## src/rtl/jtopl_seq_pkg.sv

```systemverilog
// Shared constants, record types and slot decode for the OPL operator-slot sequencer.
package jtopl_seq_pkg;

    localparam int unsigned NSLOT     = 18;
    localparam int unsigned NCH       = 9;
    localparam int unsigned RHY_CH_LO = 7;

    typedef struct packed {
        logic [3:0] ch;
        logic       op;
        logic       zero;
    } dec_t;

    // One pipeline record as consumed by the accumulator.
    typedef struct packed {
        logic [4:0] slot;
        logic [3:0] ch;
        logic       op;
        logic       con;
        logic       zero;
        logic       rhy_IV;
    } rec_t;

    // Slot order: mod ch0-2, car ch0-2, mod ch3-5, car ch3-5, mod ch6-8, car ch6-8.
    function automatic dec_t slot_dec(input logic [4:0] s);
        dec_t       d;
        logic [4:0] blk;
        logic [4:0] r;
        logic [4:0] r3;
        blk    = s / 5'd6;
        r      = s - blk * 5'd6;
        r3     = (r >= 5'd3) ? r - 5'd3 : r;
        d.op   = (r >= 5'd3);
        d.ch   = 4'(blk * 5'd3 + r3);
        d.zero = (s == 5'd0);
        return d;
    endfunction

endpackage

```

## src/rtl/jtopl_slot_seq_if.sv

```systemverilog
// Control and per-slot output bundle between the sequencer and the accumulator path.
interface jtopl_slot_seq_if;

    logic       cenop;
    logic [8:0] con_in;
    logic       rhy_en;
    logic [4:0] slot;
    logic [3:0] ch;
    logic       op;
    logic       con;
    logic       zero;
    logic       rhy_IV;
    logic       frame_ok;

    modport master (
        output cenop, con_in, rhy_en,
        input  slot, ch, op, con, zero, rhy_IV, frame_ok
    );

    modport slave (
        input  cenop, con_in, rhy_en,
        output slot, ch, op, con, zero, rhy_IV, frame_ok
    );

endinterface

```

## src/rtl/jtopl_seq_dly.sv

```systemverilog
// cenop-enabled shift register, DLY+1 stages deep, synchronous active-low reset to zero.
module jtopl_seq_dly #(
    parameter int unsigned W   = 13,
    parameter int unsigned DLY = 2
) (
    input  logic         clk,
    input  logic         rst,
    input  logic         cenop,
    input  logic [W-1:0] d,
    output logic [W-1:0] q,
    output logic [W-1:0] last_d
);

    logic [DLY:0][W-1:0] sr;

    // last_d is the word the output stage will capture on the next cenop.
    generate
        if (DLY == 0) begin : g_one
            always_ff @(posedge clk) begin
                if (!rst)       sr <= '0;
                else if (cenop) sr <= d;
            end
            assign last_d = d;
        end else begin : g_chain
            always_ff @(posedge clk) begin
                if (!rst)       sr <= '0;
                else if (cenop) sr <= {sr[DLY-1:0], d};
            end
            assign last_d = sr[DLY-1];
        end
    endgenerate

    assign q = sr[DLY];

endmodule

```

## src/rtl/jtopl_slot_seq.sv

```systemverilog
// Operator-slot sequencer: slot counter, frame-boundary shadows, decode and aligned output delay.
module jtopl_slot_seq
    import jtopl_seq_pkg::*;
#(
    parameter int unsigned DLY = 2
) (
    input  logic               clk,
    input  logic               rst,
    jtopl_slot_seq_if.slave    bus
);

    logic [4:0]     s_cnt;
    logic [NCH-1:0] con_sh;
    logic           rhy_sh;
    logic           frame_ok_r;
    dec_t           dec;
    rec_t           rec_d;
    rec_t           rec_q;
    rec_t           rec_last;

    // Shadows load alongside the slot-17 capture, so slot 17 still sees the old values.
    always_ff @(posedge clk) begin
        if (!rst) begin
            s_cnt  <= '0;
            con_sh <= '0;
            rhy_sh <= 1'b0;
        end else if (bus.cenop) begin
            s_cnt <= (s_cnt >= 5'(NSLOT - 1)) ? '0 : s_cnt + 5'd1;
            if (s_cnt == 5'(NSLOT - 1)) begin
                con_sh <= bus.con_in;
                rhy_sh <= bus.rhy_en;
            end
        end
    end

    always_comb begin
        rec_d        = '0;
        dec          = slot_dec(s_cnt);
        rec_d.slot   = s_cnt;
        rec_d.ch     = dec.ch;
        rec_d.op     = dec.op;
        rec_d.zero   = dec.zero;
        rec_d.con    = (dec.ch < 4'(NCH)) ? con_sh[dec.ch] : 1'b0;
        rec_d.rhy_IV = rhy_sh & ((dec.ch == 4'(RHY_CH_LO)) || (dec.ch == 4'(RHY_CH_LO + 1)));
    end

    jtopl_seq_dly #(
        .W   ($bits(rec_t)),
        .DLY (DLY)
    ) u_dly (
        .clk    (clk),
        .rst    (rst),
        .cenop  (bus.cenop),
        .d      (rec_d),
        .q      (rec_q),
        .last_d (rec_last)
    );

    always_ff @(posedge clk) begin
        if (!rst) frame_ok_r <= 1'b0;
        else      frame_ok_r <= bus.cenop & rec_last.zero;
    end

    assign bus.slot     = rec_q.slot;
    assign bus.ch       = rec_q.ch;
    assign bus.op       = rec_q.op;
    assign bus.con      = rec_q.con;
    assign bus.zero     = rec_q.zero;
    assign bus.rhy_IV   = rec_q.rhy_IV;
    assign bus.frame_ok = frame_ok_r;

endmodule

```

## src/flat_wrapper.sv

```systemverilog
// flat-port wrapper written by rule: the top's interface ports become plain ports
module jtopl_slot_seq_flat import jtopl_seq_pkg::*;
#(
    parameter int unsigned DLY = 2
)
  (clk, rst, bus_cenop, bus_con_in, bus_rhy_en, bus_slot, bus_ch, bus_op, bus_con, bus_zero, bus_rhy_IV, bus_frame_ok);
  jtopl_slot_seq_if bus_i ();
  input  logic clk;
  input  logic rst;
  input wire logic [$bits(bus_i.cenop)-1:0] bus_cenop;
  input wire logic [$bits(bus_i.con_in)-1:0] bus_con_in;
  input wire logic [$bits(bus_i.rhy_en)-1:0] bus_rhy_en;
  output wire logic [$bits(bus_i.slot)-1:0] bus_slot;
  output wire logic [$bits(bus_i.ch)-1:0] bus_ch;
  output wire logic [$bits(bus_i.op)-1:0] bus_op;
  output wire logic [$bits(bus_i.con)-1:0] bus_con;
  output wire logic [$bits(bus_i.zero)-1:0] bus_zero;
  output wire logic [$bits(bus_i.rhy_IV)-1:0] bus_rhy_IV;
  output wire logic [$bits(bus_i.frame_ok)-1:0] bus_frame_ok;
  assign bus_i.cenop = bus_cenop;
  assign bus_i.con_in = bus_con_in;
  assign bus_i.rhy_en = bus_rhy_en;
  assign bus_slot = bus_i.slot;
  assign bus_ch = bus_i.ch;
  assign bus_op = bus_i.op;
  assign bus_con = bus_i.con;
  assign bus_zero = bus_i.zero;
  assign bus_rhy_IV = bus_i.rhy_IV;
  assign bus_frame_ok = bus_i.frame_ok;
  jtopl_slot_seq #(.DLY(DLY)) u_core (.clk(clk), .rst(rst), .bus(bus_i));
endmodule
```

## config.mk

```make
export PLATFORM = sky130hd
export DESIGN_NAME = jtopl_slot_seq_flat
export DESIGN_NICKNAME = d
export VERILOG_FILES = /design/src/rtl/jtopl_seq_pkg.sv /design/src/rtl/jtopl_slot_seq_if.sv /design/src/rtl/jtopl_seq_dly.sv /design/src/rtl/jtopl_slot_seq.sv /design/src/flat_wrapper.sv
export SDC_FILE = /design/constraint.sdc
export NUM_CORES = 1
export LEC_CHECK = 0
export ABC_AREA = 0
export BUFFER_PORTS_ARGS = -buffer_cell sky130_fd_sc_hd__buf_2
export CAP_MARGIN = 20
export CELL_PAD_IN_SITES_DETAIL_PLACEMENT = 0
export CELL_PAD_IN_SITES_GLOBAL_PLACEMENT = 1
export CORE_MARGIN = 5
export CORE_UTILIZATION = 45
export CTS_CLUSTER_DIAMETER = 80
export DETAILED_ROUTE_END_ITERATION = 8
export PLACE_DENSITY = 0.88
export SLEW_MARGIN = 30
export SYNTH_ARGS = -nofsm -noshare
export SYNTH_HDL_FRONTEND = slang
export SYNTH_SLANG_ARGS = --single-unit
```

## constraint.sdc

```tcl
create_clock -name clk -period 8 [get_ports clk]
set_clock_uncertainty 0.1 [all_clocks]
set_input_delay 1.6 -clock clk [delete_from_list [all_inputs] [get_ports clk]]
set_output_delay 1.6 -clock clk [all_outputs]
set_load 0.01 [all_outputs]
```

==> key figures <==
Layout
  • Diodes inserted: 0
  • Fin area: 0.002978 mm^2
  • Multi-input logic area: 0.001500 mm^2
  • # nets final: 335
  • Register area: 0.001101 mm^2
  • Layout fillers: 603
  • Area Growth Syn to Fin: 6.822%
  • Layout cells sized above 1: 14.66%

Routing
  • Drt pass-1 iters: 4
  • Post-DRT Antenna Nets: 0
  • Post-route DRC: 0
  • First DRT Iteration DRCs: 90
  • Routed WL: 5371 um
  • Routed length per placed instance: 14.06 um
  • Via/cell ratio: 5.194
  • Vias: 1984

Setup path
  • Critical path arrival: 6840 ps
  • Critical path capture point type: flop
  • CP startpoint kind: flop
  • CP Data Required Time: 8140 ps
  • CP peak stage delay: 560 ps
  • Critical path type: reg -> reg
  • Max stage delay cell, worst path: dfxtp_1
  • Buf/Inv on CP: 4
  • Critical path peak fanout: 11
  • Delay-heaviest family, CP: adder cells

Synth
  • Cell variety after synth: 47
  • Mapped Nets: 324
  • Synth top area share: 39.50%
  • Post-synth EDFFs: 0
  • Most common cell in the netlist: dfxtp_1
  • Most frequent cells after synthesis: 55 x dfxtp_1, 54 x nor2_1, 44 x mux2i_1, 17 x nand2_1, 13 x inv_1
  • Warnings, synthesis: 0
  • Post-Syn Area: 0.002788 mm^2
  • Avg Inst Size Synth: 9.450 um^2
  • Cells after Synth: 295
  • Top cells by area, synth: dfxtp_1 39%, mux2i_1 16%, nor2_1 7.3%
  • Main synth FF type: dfxtp_1
  • Synth area leader: dfxtp_1
  • Synth Register Bits: 55
  • Asr flop ratio synth: 0%
  • Seq/Total Area, Yosys: 39.50%

Timing
  • Final Setup Violations: 0
  • Min Hold Slack: 384.7 ps
  • Max_slew headroom: 49.47%
  • Setup_tns: 0 ps
  • Final Cycle Share: 83.79%
  • Worst-margin pin slew: 755.7 ps
  • Max Slew Vio Count: 0
  • Final Hold Viols: 0
  • RSZ-0062 raised after global routing: false
  • Maximum clock rate: 0.1492 GHz
  • Minimum clock period after layout: 6704 ps

Min path
  • Hold Path Class: reg -> reg

Clock network
  • Hold_buf cts: 0
  • Worst-path clk slew: 100 ps
  • Setup bufs post-CTS: 0
  • Worst-skew pair later-pin latency: 310 ps
  • Root Driver: clkbuf_8
  • Htree depth: 2
  • TritonCTS buffer count: 5
  • Clock Sinks: 55
  • Post-CTS Resized: 0
  • Clock buffer depth: 2
  • CTS tree: built

Global route
  • All-Layer GR Usage: 15.11%
  • Vias in the first global route: 1964
  • Initial antenna violation count: 0
  • Largest net degree at the start of global routing: 50
  • First-pass GRT wire length: 9246 um
  • Grt ovf: 0

Pwr
  • Maximum vdd drop: 0.1219 mV
  • Cell Pwr Density: 165.6 mW/mm^2
  • Design Power: 493.0 uW
  • Lkg Pwr: 1.331 nW

Outcome
  • Run status: finished, final reports clean

Floorplanning
  • Die W: 88.71 um
  • Initial Util: 46.81%
  • Core box area: 0.005956 mm^2
  • Row cnt: 28
  • Die Y: 88.71 um
  • Ports: 27
  • Die Area: 0.007869 mm^2

Place
  • RD Place Congestion: 0.7902
  • Placed inst area: 0.002889 mm^2
  • HPWL after detailed placement: 3881 um
  • IO buf count: 26

Flow run
  • Max-cap violations: 0
[worst paths after layout]
check | startpoint | end | slack, ps | cells after the start
worst max-delay path | u_core.s_cnt[2] | u_core.u_dly.sr[2] | 1300 | 27
worst min register to register | u_core.u_dly.sr[1] | u_core.u_dly.sr[1] | 380 | 2
worst min-delay path | u_core.u_dly.sr[1] | u_core.u_dly.sr[1] | 380 | 2
worst max register to register | u_core.s_cnt[2] | u_core.u_dly.sr[2] | 1300 | 27
[registers in the layout, indices dropped and copies added (netlist names)]
| name | count |
|---|---|
| u_core.bus.frame_ok | 1 |
| u_core.con_sh | 9 |
| u_core.rhy_sh | 1 |
| u_core.s_cnt | 5 |
| u_core.u_dly.last_d | 13 |
| u_core.u_dly.q | 13 |
| u_core.u_dly.sr | 13 |
[cells in the final DEF, fill, tap and decap left out, types with 2 or more instances in the layout]
master    netlist  final
inv_1          13     13
nor2b_1         3      3
a211oi_1        2      2
fa_1            4      4
xnor2_1         6      6
buf_2           5     26
a21oi_1         6      6
clkbuf_8        0      5
nand4_1         2      2
o21ai_0         8      8
mux4_2          2      2
xor2_1          4      4
dfxtp_1        55     55
nand2_1        17     17
ha_1           12     12
nor4_1          2      2
nor3_1          4      4
or3_1           3      3
nor3b_2         2      2
nand3_1         6      6
buf_4           9      2
nor2_1         54     54
mux2i_1        44     44
[through the flow]
step	setup slack (ps)	instances	util, %
finish	1296	382	50.00
global route	817.4	382	50.00
CTS	1287	382	50.00
detailed placement	1358	374	48.51
global placement	1576	374	48.51
floorplan	2045	295	-
[where the power goes]
part | leakage (nW) | internal [mW] | switching (mW)
Sequential | 0.445 | 0.279 | 0.00541
Combinational | 0.845 | 0.0219 | 0.0317
Clock | 0.0418 | 0.0631 | 0.0917
[worst min-delay path, delay by kind of cell (launching register included)]
kind	cells	cell delay, ps
flip-flops	1	320
AO/OA/AOI/OAI	1	60
AND/OR/NAND/NOR	1	60
[area by class of cell]
type	instances	area share (%)
clock buffers	6	2.437
flip-flops and latches	55	36.97
well taps	75	3.151
multi-input cells	203	50.38
inverters	13	1.639
clock inverters	2	0.5462
repair buffers	28	4.874
[metal layers]
metal | part of all wire (%) | up-vias | GRT usage [%]
met1 | 48 | 935 | 20.30
met2 | 48 | 28 | 24.43
met3 | 3.5 | 5 | 3.166
met5 | 0 | - | 0
li1 | - | 1016 | -
met4 | 1.1 | 0 | 4.533
[kinds of logic after synthesis]
| kind of cell | count (synthesis) | synth area share [%] |
|---|---|---|
| and+or+nand+nor | 101 | 16.79 |
| DFF | 55 | 39.50 |
| muxes | 46 | 17.41 |
| buffers and inverters | 37 | 6.687 |
| AOI/OAI and AO/OA | 28 | 6.823 |
| adders and majority gates | 16 | 8.258 |
| xor gates and xnor gates | 12 | 4.533 |
Power figures use the tool's default switching activity.
